## config.mk

```make
export PLATFORM = sky130hd
export DESIGN_NAME = matrix_scan_driver_flat
export DESIGN_NICKNAME = d
export VERILOG_FILES = /design/src/rtl/matrix_scan_driver_if.sv /design/src/rtl/matrix_scan_driver.sv /design/src/flat_wrapper.sv
export SDC_FILE = /design/constraint.sdc
export NUM_CORES = 1
export LEC_CHECK = 0
export CORE_MARGIN = 2
export CORE_UTILIZATION = 35
export CTS_CLUSTER_SIZE = 16
export DETAILED_ROUTE_END_ITERATION = 10
export PLACE_DENSITY = 0.57
export RECOVER_POWER = 50
export SETUP_SLACK_MARGIN = 0.05
export SYNTH_ARGS = -nofsm -noshare
export SYNTH_HDL_FRONTEND = slang
export SYNTH_SLANG_ARGS = --single-unit
```

## constraint.sdc

```tcl
create_clock -name clk -period 4.5 [get_ports clk]
set_clock_uncertainty 0.1 [all_clocks]
set_input_delay 1.35 -clock clk [delete_from_list [all_inputs] [get_ports clk]]
set_output_delay 1.35 -clock clk [all_outputs]
set_load 0.02 [all_outputs]
```

## src/rtl/matrix_scan_driver_if.sv

```systemverilog
// Frame-load handshake and scan outputs of the 5x7 LED matrix row-scan driver.
// The driver takes the slave view; the frame source / display side takes the master view.
interface matrix_scan_driver_if;
    logic [34:0] frame_in;
    logic        frame_valid;
    logic        frame_ready;
    logic [6:0]  row_en;
    logic [4:0]  col;
    logic [2:0]  row_idx;
    logic        frame_start;

    modport master (
        output frame_in,
        output frame_valid,
        input  frame_ready,
        input  row_en,
        input  col,
        input  row_idx,
        input  frame_start
    );

    modport slave (
        input  frame_in,
        input  frame_valid,
        output frame_ready,
        output row_en,
        output col,
        output row_idx,
        output frame_start
    );
endinterface

```

## src/rtl/matrix_scan_driver.sv

```systemverilog
// Row-scan driver for a 5x7 LED matrix: double-buffered 35-bit frame, one-hot row
// strobes with a blanking gap between rows, registered column data for the driven row.
module matrix_scan_driver #(
    parameter int DWELL = 1000,
    parameter int BLANK = 16
) (
    input  logic                  clk,
    input  logic                  rst_n,
    matrix_scan_driver_if.slave   bus
);

    localparam int MAXC = (DWELL > BLANK) ? DWELL : BLANK;
    localparam int CW   = (MAXC > 1) ? $clog2(MAXC) : 1;
    localparam logic [CW-1:0] DWELL_LAST = CW'(DWELL - 1);
    localparam logic [CW-1:0] BLANK_LAST = CW'((BLANK > 0) ? (BLANK - 1) : 0);
    localparam logic [2:0]    LAST_ROW   = 3'd6;

    typedef enum logic {
        ST_BLANK = 1'b0,
        ST_DRIVE = 1'b1
    } state_t;

    state_t          r_state;
    state_t          w_state_nxt;
    logic [CW-1:0]   r_cnt;
    logic [CW-1:0]   w_cnt_nxt;
    logic [2:0]      r_row_idx;
    logic [2:0]      w_row_nxt;
    logic            w_frame_end;

    logic [34:0]     r_active;
    logic [34:0]     r_shadow;
    logic [34:0]     w_active_nxt;
    logic            r_pending;
    logic            w_pending_nxt;
    logic            w_capture;
    logic            w_swap;

    logic [6:0]      r_row_en;
    logic [6:0]      w_row_en_nxt;
    logic [4:0]      r_col;
    logic [4:0]      w_col_nxt;
    logic            r_frame_start;
    logic            w_frame_start_nxt;

    function automatic logic [6:0] row_onehot(input logic [2:0] idx);
        logic [6:0] oh;
        case (idx)
            3'd0:    oh = 7'b0000001;
            3'd1:    oh = 7'b0000010;
            3'd2:    oh = 7'b0000100;
            3'd3:    oh = 7'b0001000;
            3'd4:    oh = 7'b0010000;
            3'd5:    oh = 7'b0100000;
            3'd6:    oh = 7'b1000000;
            default: oh = 7'b0000000;
        endcase
        return oh;
    endfunction

    // Row r of a frame sits in bits [5r+4:5r], column A in the low bit.
    function automatic logic [4:0] row_slice(input logic [34:0] frame, input logic [2:0] idx);
        logic [4:0] s;
        case (idx)
            3'd0:    s = frame[4:0];
            3'd1:    s = frame[9:5];
            3'd2:    s = frame[14:10];
            3'd3:    s = frame[19:15];
            3'd4:    s = frame[24:20];
            3'd5:    s = frame[29:25];
            3'd6:    s = frame[34:30];
            default: s = 5'b00000;
        endcase
        return s;
    endfunction

    // Scan sequencer: blank gap, then dwell on the row, then advance the row index.
    always_comb begin
        w_state_nxt = r_state;
        w_cnt_nxt   = r_cnt;
        w_row_nxt   = r_row_idx;
        w_frame_end = 1'b0;
        case (r_state)
            ST_BLANK: begin
                if ((BLANK == 0) || (r_cnt == BLANK_LAST)) begin
                    w_state_nxt = ST_DRIVE;
                    w_cnt_nxt   = {CW{1'b0}};
                end else begin
                    w_cnt_nxt   = r_cnt + CW'(1);
                end
            end
            ST_DRIVE: begin
                if (r_cnt == DWELL_LAST) begin
                    w_cnt_nxt   = {CW{1'b0}};
                    w_state_nxt = (BLANK == 0) ? ST_DRIVE : ST_BLANK;
                    if (r_row_idx == LAST_ROW) begin
                        w_frame_end = 1'b1;
                        w_row_nxt   = 3'd0;
                    end else begin
                        w_row_nxt   = r_row_idx + 3'd1;
                    end
                end else begin
                    w_cnt_nxt   = r_cnt + CW'(1);
                end
            end
            default: begin
                w_state_nxt = ST_BLANK;
                w_cnt_nxt   = {CW{1'b0}};
                w_row_nxt   = 3'd0;
            end
        endcase
    end

    // Sequencer state register.
    always_ff @(posedge clk or negedge rst_n) begin
        if (!rst_n) begin
            r_state   <= ST_BLANK;
            r_cnt     <= {CW{1'b0}};
            r_row_idx <= 3'd0;
        end else begin
            r_state   <= w_state_nxt;
            r_cnt     <= w_cnt_nxt;
            r_row_idx <= w_row_nxt;
        end
    end

    // Capture needs a free shadow and the swap needs a full one, so they never collide.
    always_comb begin
        w_capture     = bus.frame_valid && !r_pending;
        w_swap        = w_frame_end && r_pending;
        w_active_nxt  = w_swap ? r_shadow : r_active;
        if (w_capture) begin
            w_pending_nxt = 1'b1;
        end else if (w_swap) begin
            w_pending_nxt = 1'b0;
        end else begin
            w_pending_nxt = r_pending;
        end
    end

    // Output decode from the next state so strobes and data land together with the state.
    always_comb begin
        w_row_en_nxt      = 7'b0000000;
        w_col_nxt         = 5'b00000;
        w_frame_start_nxt = 1'b0;
        if (w_state_nxt == ST_DRIVE) begin
            w_row_en_nxt      = row_onehot(w_row_nxt);
            w_col_nxt         = row_slice(w_active_nxt, w_row_nxt);
            w_frame_start_nxt = (w_row_nxt == 3'd0) && (w_cnt_nxt == {CW{1'b0}});
        end else begin
            w_row_en_nxt      = 7'b0000000;
            w_col_nxt         = 5'b00000;
            w_frame_start_nxt = 1'b0;
        end
    end

    // Frame buffers and registered display outputs.
    always_ff @(posedge clk or negedge rst_n) begin
        if (!rst_n) begin
            r_active      <= 35'd0;
            r_shadow      <= 35'd0;
            r_pending     <= 1'b0;
            r_row_en      <= 7'b0000000;
            r_col         <= 5'b00000;
            r_frame_start <= 1'b0;
        end else begin
            if (w_capture) begin
                r_shadow <= bus.frame_in;
            end else begin
                r_shadow <= r_shadow;
            end
            r_active      <= w_active_nxt;
            r_pending     <= w_pending_nxt;
            r_row_en      <= w_row_en_nxt;
            r_col         <= w_col_nxt;
            r_frame_start <= w_frame_start_nxt;
        end
    end

    assign bus.frame_ready = !r_pending;
    assign bus.row_en      = r_row_en;
    assign bus.col         = r_col;
    assign bus.row_idx     = r_row_idx;
    assign bus.frame_start = r_frame_start;

endmodule

```

## src/flat_wrapper.sv

```systemverilog
// flat-port wrapper written by rule: the top's interface ports become plain ports
module matrix_scan_driver_flat 
#(
    parameter int DWELL = 1000,
    parameter int BLANK = 16
)
  (clk, rst_n, bus_frame_in, bus_frame_valid, bus_frame_ready, bus_row_en, bus_col, bus_row_idx, bus_frame_start);
  matrix_scan_driver_if bus_i ();
  input  logic clk;
  input  logic rst_n;
  input wire logic [$bits(bus_i.frame_in)-1:0] bus_frame_in;
  input wire logic [$bits(bus_i.frame_valid)-1:0] bus_frame_valid;
  output wire logic [$bits(bus_i.frame_ready)-1:0] bus_frame_ready;
  output wire logic [$bits(bus_i.row_en)-1:0] bus_row_en;
  output wire logic [$bits(bus_i.col)-1:0] bus_col;
  output wire logic [$bits(bus_i.row_idx)-1:0] bus_row_idx;
  output wire logic [$bits(bus_i.frame_start)-1:0] bus_frame_start;
  assign bus_i.frame_in = bus_frame_in;
  assign bus_i.frame_valid = bus_frame_valid;
  assign bus_frame_ready = bus_i.frame_ready;
  assign bus_row_en = bus_i.row_en;
  assign bus_col = bus_i.col;
  assign bus_row_idx = bus_i.row_idx;
  assign bus_frame_start = bus_i.frame_start;
  matrix_scan_driver #(.DWELL(DWELL), .BLANK(BLANK)) u_core (.clk(clk), .rst_n(rst_n), .bus(bus_i));
endmodule
```

==> metrics list <==
- Status: complete, but fails checks
* Failing checks: capacitance limit, slew limit
* Unrepaired setup endpoints after global routing: false
- For this design the top-level I/O count stands at 55.
- The detail route stage leaves a number of antenna-violating nets equal to 0.
- The first global-routing pass estimated 13700 µm of wire.
- The critical path ends at u_core.r_shadow[2].
- Reg2reg end: u_core.bus.col[2]
- The routed layout has 2418 vias.
* Worst path top cell family by delay: buffers and inverters
- Design internal power: 0.00139 W
* Placed wire-length estimate: 5370 µm
- Net Sw Power: 0.000362 W
- After floorplanning, the core was sized to cover 11400 µm².
- The number of antenna violations at the first check in global routing is 0.
- The number of antenna diodes in the final layout is 0.
- Final number of max-transition violations: 70
- Layout overhead on the synthesized area: 22.9%
- Number of buffers created by CTS: 9
* Static leakage: 2.24 nW
- Measured along the x axis, the die boundary spans 112 µm.
- Counting buffers and inverters, the worst setup path is 2 cells deep.
* Routed wire length per instance: 16.0 µm
- The detailed router finished its first iteration with 162 violations.
- TritonCTS built the clock tree.
* Number of flops mapped to enable cells by yosys: 0
* Max stage delay cell, worst path: sky130_fd_sc_hd__clkbuf_2
- The worst register-to-register path begins at u_core.r_cnt[0].
- Of the post-synthesis cell area, the dominant cell type holds 0.600.
- In the final layout, the share of cells above drive strength 1 is 0.234.
* Arrival time of data at the critical path endpoint: 3.29 ns
- Dividing the synthesized area by the synthesized cell count gives 14.1 µm².
- In the routed design, unresolved DRC markers number 0.
* Cells along the critical path: clkbuf_2, clkbuf_1
- Clock power share: 0.419
- Clock slew at reported path FFs: 0.06 ns
- STA classifies the critical path startpoint as an input port.
- Together, buffers and inverters on the worst path number 2.
- The via count of the first global-routing pass was 2614.
- For this run, the register share of the synthesized area comes to 0.600.
- The number of different library cells used by synthesis comes to 42.
- Number of instances in the synthesized netlist: 290
- For this run, asynchronously set or reset flops after synthesis account for 1.00.
- The synthesized design spends more area on one cell type than any other, namely sky130_fd_sc_hd__dfrtp_1.
- Overall Global Routing Usage: 0.140
* First drt pass iteration count: 5
* Max_slew headroom: -0.123
- The floorplan has 39 rows.
- Timing would allow up to 331 MHz.
* Die area: 12500 µm²
- Vias per Instance: 4.89
- CTS Hold Bufs: 0
* Number of clock sinks: 98
- Worst min-delay path category: reg2reg
- Final total negative setup slack: 0 ns
- YS warnings: 0
* Areal power density over the cells: 350 nW/µm²
- The worst path in the final design needs a cycle of 3.02 ns, including I/O delays and setup.
* Post-cts sizing count: 0
- Maximum cell stage delay along the critical path: 1.19 ns
* Final RePlAce weighted congestion: 0.784
* Cell area after synthesis: 4080 µm²
- For this configuration, the core starts out at a cell density of 0.358.
- Along the worst path, the maximum fanout reaches 69.
- Register-to-register path setup slack: 1.60 ns
* Peak ir drop on the vdd network: 0.196 mV
- Total congestion overflow: 0
- The clock reaches the later pin of the worst-skew pair after 0.33 ns.
- Entering global routing, the biggest net connects 70 pins.
- The count of buffers added on input and output ports is 54.
* Placed cell count: 478
- The final layout contains 385 nets.
- Switching power as a share of total power: 0.206
- STA classifies the critical path endpoint as an async pin.
- In the finished design, the share of the clock period the worst path needs comes to 0.672.
* H-tree levels: 3
- Number of buffers inserted by post-CTS setup repair: 0
* WS Path Type: in2async
* Finish-stage setup viols: 0
- In the post-synthesis netlist, the biggest area contributors are sky130_fd_sc_hd__dfrtp_1 (60%), sky130_fd_sc_hd__mux2_2 (15%), sky130_fd_sc_hd__mux2_1 (3.3%), sky130_fd_sc_hd__a222oi_1 (2.5%), sky130_fd_sc_hd__mux2i_1 (1.5%).
- Number of maximum-capacitance violations: 1
* Worst path required time: 4.77 ns
- Depth of the worst register-to-register path: 7
* Fraction of power consumed by combinational cells: 0.047
- Summed over all layers, the routed wires come to 7910 µm.
* Die Y-Extent: 112 µm
- Clock Tree Root: sky130_fd_sc_hd__clkbuf_16
- In this run the worst setup path begins at rst_n.
- Slew @ Worst Pin: 1.69 ns
* Post-route non-filler standard cell count: 494
* Sequential power share: 0.534
* Final Hold Viols: 0
- Number of nets produced by synthesis: 329
* Post-synth top flop: sky130_fd_sc_hd__dfrtp_1
* Worst-case clock buffer depth: 2
- Number of register bits inferred by synthesis: 98
cell type report:
cell class	instances	area (µm²)
sequential	98	2450
multi-input combinational	175	1520
inverter	4	15.0
fill	1073	6400
clock inverter	3	21.3
timing repair buffer	58	558
clock buffer	13	270
tap	143	179
cell usage in the layout (no fill, tap or decap), drive strengths merged, types with 2 or more instances in the layout:
cell type       n
nor2b           9
buf             2
nor2           14
a21oi           2
inv             5
nand2          14
nand2b          5
or2             2
xnor2           3
a31oi           6
nand4           3
and3            2
a222oi         10
clkdlybuf4s50  52
clkbuf         16
nor4            2
mux2           71
xor2            6
nand3           2
and2            2
dfrtp          98
mux2i           7
nor3            4
flip-flops by register name (all words and copies together) (netlist names):
signal,cells
u_core.r_pending,1
u_core.r_cnt,10
u_core.r_shadow,35
u_core.bus.row_idx,3
u_core.bus.col,5
u_core.bus.row_en,7
u_core.bus.frame_start,1
u_core.r_state,1
u_core.r_active,35
per-stage QoR:
stage	worst slack (ns)	total power [W]	hold slack (ns)	area, µm²	util
global placement	1.47	0.00104	0.366	4760	0.417
floorplan	1.84	0.000977	0.347	4080	-
CTS	1.46	0.00179	0.390	5050	0.442
finish	1.48	0.00175	0.385	5020	0.440
detailed placement	1.46	0.00104	0.375	4760	0.417
global route	0.956	0.00184	0.402	5020	0.440
Yosys cell counts (all sizes together), types with 2 or more instances:
master	number
mux2	71
clkbuf	5
mux2i	7
nand2	14
nand3	2
nor4	2
and3	2
nand2b	5
nand4	3
inv	4
a222oi	10
xnor2	3
and2	2
nor3	4
nor2	14
dfrtp	98
nor2b	9
buf	8
a21oi	2
or2	2
a31oi	6
xor2	6
worst min path at each step:
| stage | startpoint | endpoint | slack [ns] | cells past startpoint |
|---|---|---|---|---|
| after floorplan | u_core.r_cnt[0] | u_core.r_cnt[0] | 0.35 | 1 |
| after global placement | u_core.r_active[24] | u_core.r_active[24] | 0.37 | 1 |
| after detailed placement | u_core.r_active[24] | u_core.r_active[24] | 0.38 | 1 |
| after CTS | u_core.r_active[24] | u_core.r_active[24] | 0.39 | 1 |
| after global routing | u_core.r_active[3] | u_core.r_active[3] | 0.40 | 1 |
| final | u_core.r_cnt[0] | u_core.r_cnt[0] | 0.39 | 1 |
per-layer routing:
layer	up-vias	part of all wire	global-route usage
li1	1158	-	-
met5	-	0	0
met1	1207	0.45	0.188
met2	47	0.49	0.218
met3	6	0.046	0.0410
met4	0	0.0091	0.0496
power by group through the flow:
stage          combinational (W)  clock (W)  sequential (W)
6_report               0.0000827   0.000735        0.000937
5_1_grt                0.0000930   0.000804        0.000942
4_1_cts                0.0000873   0.000762        0.000938
3_5_place_dp           0.0000866          0        0.000955
3_3_place_gp           0.0000851          0        0.000954
2_1_floorplan          0.0000321          0        0.000945
kinds of logic (layout without fill, tap and decap cells):
group | Yosys count | in the layout | share of synthesized area
buffers and inverters | 17 | 78 | 0.0227
AOI/OAI and AO/OA | 24 | 24 | 0.0487
and+or+nand+nor | 63 | 63 | 0.0882
adders and majority gates | 1 | 1 | 0.00306
xor gates and xnor gates | 9 | 9 | 0.0193
muxes | 78 | 78 | 0.218
DFF | 98 | 98 | 0.600
Power figures use the tool's default switching activity.
